File: src/rtl/seg7_pkg.sv
// rtl/seg7_pkg.sv - shared 7-segment constants and receiver state type
package seg7_pkg;

   localparam int SEG_W = 7;

   // Active-high segment patterns {a,b,c,d,e,f,g}, bit6 = a
   localparam logic [SEG_W-1:0] SEG_0     = 7'b1111110;
   localparam logic [SEG_W-1:0] SEG_1     = 7'b0110000;
   localparam logic [SEG_W-1:0] SEG_2     = 7'b1101101;
   localparam logic [SEG_W-1:0] SEG_3     = 7'b1111001;
   localparam logic [SEG_W-1:0] SEG_4     = 7'b0110011;
   localparam logic [SEG_W-1:0] SEG_5     = 7'b1011011;
   localparam logic [SEG_W-1:0] SEG_6     = 7'b1011111;
   localparam logic [SEG_W-1:0] SEG_7     = 7'b1110000;
   localparam logic [SEG_W-1:0] SEG_8     = 7'b1111111;
   localparam logic [SEG_W-1:0] SEG_9     = 7'b1111011;
   localparam logic [SEG_W-1:0] SEG_BLANK = 7'b0000000;

   typedef enum logic [1:0] {
      IDLE,
      ACC,
      OUT
   } state_t;

endpackage

File: src/rtl/seg7_digit_decode.sv
// rtl/seg7_digit_decode.sv - combinational active-high 7-segment pattern to BCD lookup
module seg7_digit_decode
   import seg7_pkg::*;
(
   input  logic [SEG_W-1:0] in_seg,
   output logic             hit,
   output logic [3:0]       bcd
);

   // Exact match against the ten digit glyphs; anything else is a miss
   always_comb begin
      hit = 1'b1;
      bcd = 4'd0;
      case (in_seg)
         SEG_0:   bcd = 4'd0;
         SEG_1:   bcd = 4'd1;
         SEG_2:   bcd = 4'd2;
         SEG_3:   bcd = 4'd3;
         SEG_4:   bcd = 4'd4;
         SEG_5:   bcd = 4'd5;
         SEG_6:   bcd = 4'd6;
         SEG_7:   bcd = 4'd7;
         SEG_8:   bcd = 4'd8;
         SEG_9:   bcd = 4'd9;
         default: hit = 1'b0;
      endcase
   end

endmodule

File: src/rtl/seg7_num_decoder.sv
// rtl/seg7_num_decoder.sv - 7-segment digit frame receiver to binary value; SEG7_DEC_ACTIVE_LOW_EN selects active-low segments
module seg7_num_decoder
   import seg7_pkg::*;
#(
   parameter int MAX_DIGITS = 4,
   parameter int RES_W      = 14,
   parameter int CNT_W      = 3
) (
   input  logic             clk,
   input  logic             rst,
   input  logic             in_valid,
   output logic             in_ready,
   input  logic [SEG_W-1:0] in_seg,
   input  logic             in_last,
   output logic             out_valid,
   input  logic             out_ready,
   output logic [RES_W-1:0] out_value,
   output logic [CNT_W-1:0] out_digits,
   output logic             out_err
);

   localparam logic [RES_W+3:0] TEN     = (RES_W+4)'(10);
   localparam logic [CNT_W-1:0] CNT_MAX = CNT_W'(MAX_DIGITS);
   localparam logic [CNT_W-1:0] CNT_ONE = CNT_W'(1);

   state_t           state;
   state_t           state_next;
   logic [RES_W-1:0] acc;
   logic [RES_W-1:0] acc_next;
   logic [3:0]       mac_unused;
   logic [CNT_W-1:0] count;
   logic             err;
   logic [SEG_W-1:0] seg_eff;
   logic             hit;
   logic [3:0]       bcd;
   logic             accept;
   logic             full;

`ifdef SEG7_DEC_ACTIVE_LOW_EN
   assign seg_eff = ~in_seg;
`else
   assign seg_eff = in_seg;
`endif

   seg7_digit_decode u_digit_decode (
      .in_seg (seg_eff),
      .hit    (hit),
      .bcd    (bcd)
   );

   assign accept = in_valid && in_ready;
   assign full   = (count == CNT_MAX);

   // Widen before multiply so the carry-out is explicit, then keep the low RES_W bits
   assign {mac_unused, acc_next} = {4'b0000, acc} * TEN + {{RES_W{1'b0}}, bcd};

   // State register
   always_ff @(posedge clk) begin
      if (rst) begin
         state <= IDLE;
      end else begin
         state <= state_next;
      end
   end

   // Next state and handshake/result outputs; result is only exposed while holding in OUT
   always_comb begin
      state_next = state;
      in_ready   = 1'b1;
      out_valid  = 1'b0;
      out_value  = '0;
      out_digits = '0;
      out_err    = 1'b0;
      case (state)
         IDLE: begin
            if (accept) begin
               state_next = in_last ? OUT : ACC;
            end
         end
         ACC: begin
            if (accept && in_last) begin
               state_next = OUT;
            end
         end
         OUT: begin
            in_ready   = 1'b0;
            out_valid  = 1'b1;
            out_value  = err ? '0 : acc;
            out_digits = count;
            out_err    = err;
            if (out_ready) begin
               state_next = IDLE;
            end
         end
         default: begin
            state_next = IDLE;
         end
      endcase
   end

   // Frame accumulator, digit count and sticky error; cleared when the result is taken
   always_ff @(posedge clk) begin
      if (rst) begin
         acc   <= '0;
         count <= '0;
         err   <= 1'b0;
      end else if (state == OUT) begin
         if (out_ready) begin
            acc   <= '0;
            count <= '0;
            err   <= 1'b0;
         end
      end else if (accept) begin
         if (full) begin
            err <= 1'b1;
         end else begin
            count <= count + CNT_ONE;
            if (hit) begin
               acc <= acc_next;
            end else begin
               err <= 1'b1;
            end
         end
      end
   end

endmodule

File: config.mk
export PLATFORM = sky130hd
export DESIGN_NAME = seg7_num_decoder
export DESIGN_NICKNAME = d
export VERILOG_FILES = /design/src/rtl/seg7_pkg.sv /design/src/rtl/seg7_digit_decode.sv /design/src/rtl/seg7_num_decoder.sv
export SDC_FILE = /design/constraint.sdc
export NUM_CORES = 1
export LEC_CHECK = 0
export ABC_AREA = 1
export CORE_MARGIN = 2
export CORE_UTILIZATION = 45
export DETAILED_ROUTE_END_ITERATION = 10
export GPL_ROUTABILITY_DRIVEN = 0
export GPL_TIMING_DRIVEN = 0
export PLACE_DENSITY = 0.68
export SETUP_SLACK_MARGIN = 0.1
export SYNTH_ARGS = -nofsm -noshare
export SYNTH_HDL_FRONTEND = slang
export SYNTH_SLANG_ARGS = --single-unit
export TNS_END_PERCENT = 30
File: constraint.sdc
create_clock -name clk -period 7.25 [get_ports clk]
set_input_delay 1.45 -clock clk [delete_from_list [all_inputs] [get_ports clk]]
set_output_delay 1.45 -clock clk [all_outputs]
set_load 0.03 [all_outputs]
==> impl_metrics.tcl <==
set metrics [dict create \
    holdPathStages 1 \
    yosys_warnings 0 \
    grt_pass1_wl_mm 8.36 \
    powerDensity_mw_per_mm2 118 \
    vias_per_cell 5.01 \
    place_hpwl_mm 3.91 \
    io_pins 32 \
    total_power_uw 300 \
    antenna_found_initial 0 \
    drc 0 \
    clk_latency_ps 260 \
    tightest_slew_ps 544 \
    hp-start "state[1]$_SDFFE_PP0P_" \
    hold_viol_final 0 \
    fmax_mhz 251 \
    path_clk_slew_ps 80 \
    required_ps 5800 \
    port_buffers 31 \
    fin_worst_skew_ps 2.21 \
    rr_worst_depth 13 \
    r2r_slack_ps 4580 \
    leakagePower_uw 0.00125 \
    utilization_pct 57.7 \
    rsz0062_at_grt "no" \
    r2r-start "acc[1]$_SDFFE_PP0P_" \
    clock-root-buffer "clkbuf_8" \
    tritoncts "done" \
    area_growth_pct 21.3 \
    grt_max_degree 13 \
    layout.area.seq_um2 400 \
    core.rowCount 24 \
    irDropWorstVdd_mv 0.0887 \
    yosysSeqAreaShare_pct 19.1 \
    die-area_mm2 0.00523 \
    slew_headroom_pct 63.7 \
    status "complete, no violations" \
    wire_per_inst_um 11.4 \
    min_to "state[0]$_SDFFE_PP0P_" \
    clockBufferDepth 2 \
    initial_utilization_pct 47.6 \
    die-width_um 72.3 \
    cts_setup_buffers 0 \
    htreeDepth 1 \
    synthCells 340 \
    syn-num-nets 378 \
    critPathMaxFanout 10 \
    slew_viol_final 0 \
    setup_violations 0 \
    critPathArrivalTime_ps 2530 \
    cts_made_buffers 3 \
    drive_gt1_share_pct 8.53 \
    cp-start-kind "register" \
    first_pass_iters 4 \
    hold_class "register to register" \
    r2r_end "acc[12]$_SDFFE_PP0P_" \
    cts_resized 0 \
    synth.avg_cell_area_um2 6.18 \
    fin_nets 414 \
    multi_input_area_mm2 0.00150 \
    grt_pass1_vias 1967 \
    cap_viol_max_count 0 \
    core_mm2 0.00441 \
    end_kind "primary output" \
    grt-ovfl-total 0 \
    synth-seq-cells 20 \
    setup_tns_ps 0 \
    hold_buffers 0 \
    syn-cell-area_mm2 0.00210 \
    drtAntennaViolNets 0 \
    drt_iter0_markers 90 \
    antenna_cells 0 \
    die_y_um 72.3 \
    synth_cell_types 31 \
    fin_crit_ps 3980 \
    routed_wirelength_mm 4.85 \
    fillerInstances 433 \
    critical_path_class "register to primary output" \
    vias 2138 \
    finalCritPeriodShare_pct 54.9 \
    grt_usage_pct 19.8 \
    whs_ps 443 \
    cts.sinks 20 \
]
cells by family after synthesis:
kind of cell             share of synthesized area, %
XOR/XNOR                                         1.25
flip-flops                                       19.1
buffers and inverters                            9.53
AND/OR/NAND/NOR                                  43.3
adder cells (fa/ha/maj)                          16.2
AO/OA/AOI/OAI                                    10.7
cell type report:
cell class | count | share of cell area, %
well taps | 52 | 2.56
plain buffers | 5 | 1.03
clock buffers | 3 | 1.62
inverters | 45 | 6.83
flip-flops and latches | 20 | 15.7
repair buffers | 31 | 12.2
clock inverters | 1 | 1.18
multi-input cells | 270 | 58.9
worst max-delay path: stages (launching register included):
cell and delay [ps]:
dfxtp_1 350, inv_2 50, nor2_4 260, inv_4 90
clkbuf_1 280, clkbuf_1 330, nor2_1 220, clkdlybuf4s50_1 700
synth_stat cells:
library cell,n,area share [%]
inv_2,3,0.54
nor2_2,2,0.60
o21ai_4,1,0.77
nand4_1,3,0.89
a21oi_2,2,0.83
fa_1,2,1.9
a211oi_1,2,0.71
nor2_4,4,2.1
nand3_1,25,6.0
nand2_4,2,1.1
xnor2_1,2,0.83
xor2_1,1,0.42
a21oi_1,20,4.8
ha_1,24,14
nor2_1,47,8.4
nand2_2,3,0.89
a21boi_2,1,0.54
o21bai_1,2,0.71
inv_4,2,0.60
inv_1,40,7.2
o211ai_1,1,0.36
nand2_1,106,19
or2_2,4,1.2
clkbuf_1,4,0.71
a31oi_1,1,0.30
dfxtp_1,20,19
nand3b_1,4,1.4
buf_6,1,0.54
nand3_2,3,1.4
o21ai_0,7,1.7
nor4_1,1,0.30
metal layers:
metal | share of wire, % | up-vias | track usage (%) | wire length (um)
met4 | 0.87 | 0 | 2.94 | 42
met2 | 46 | 31 | 34.5 | 2220
li1 | - | 1160 | - | -
met3 | 2.7 | 8 | 1.94 | 132
met5 | 0 | - | 0 | 0
met1 | 51 | 939 | 26.9 | 2460
stage by stage:
| step | setup slack (ps) | std cells | instance area, um^2 |
|---|---|---|---|
| after floorplan | 3980 | 340 | 2100 |
| after global placement | 3210 | 423 | 2470 |
| after detailed placement | 3180 | 423 | 2470 |
| after CTS | 3290 | 427 | 2550 |
| after global routing | 3130 | 427 | 2550 |
| final | 3270 | 427 | 2550 |
report_power, final:
part           leakage, uW  switching (uW)  internal [uW]  total (uW)
clock            0.0000357            40.3           73.7         114
sequential        0.000163            4.15            115         119
combinational      0.00106            42.1           25.6        67.7
sequential cells by signal, summed over array words and instances, names as in the netlist:
signal  count
acc        14
count       3
err         1
state       2
worst max-delay path by stage:
stage | from | endpoint | slack, ps | depth (start not counted)
detailed placement | in_seg[6] | acc[13]$_SDFFE_PP0P_ | 3180 | 19
global placement | in_seg[6] | acc[13]$_SDFFE_PP0P_ | 3210 | 18
finish | state[1]$_SDFFE_PP0P_ | out_value[6] | 3270 | 7
floorplan | in_seg[6] | acc[7]$_SDFFE_PP0P_ | 3980 | 15
CTS | state[1]$_SDFFE_PP0P_ | out_value[6] | 3290 | 7
global route | state[1]$_SDFFE_PP0P_ | out_value[6] | 3130 | 7
cell usage in the layout (no fill, tap or decap), drive strengths merged:
cell type      synthesis  routed
a21boi                 1       1
nand3b                 4       4
or2                    4       4
nor2                  53      53
bufinv                 0       1
inv                   45      45
xor2                   1       1
dfxtp                 20      20
o211ai                 1       1
nand4                  3       3
ha                    24      24
o21bai                 2       2
clkbuf                 4       7
nand3                 28      28
a31oi                  1       1
xnor2                  2       2
a211oi                 2       2
o21ai                  8       8
nand2                111     111
a21oi                 22      22
buf                    1       1
clkdlybuf4s50          0      31
nor4                   1       1
fa                     2       2
(Power assumes the default switching activity.)
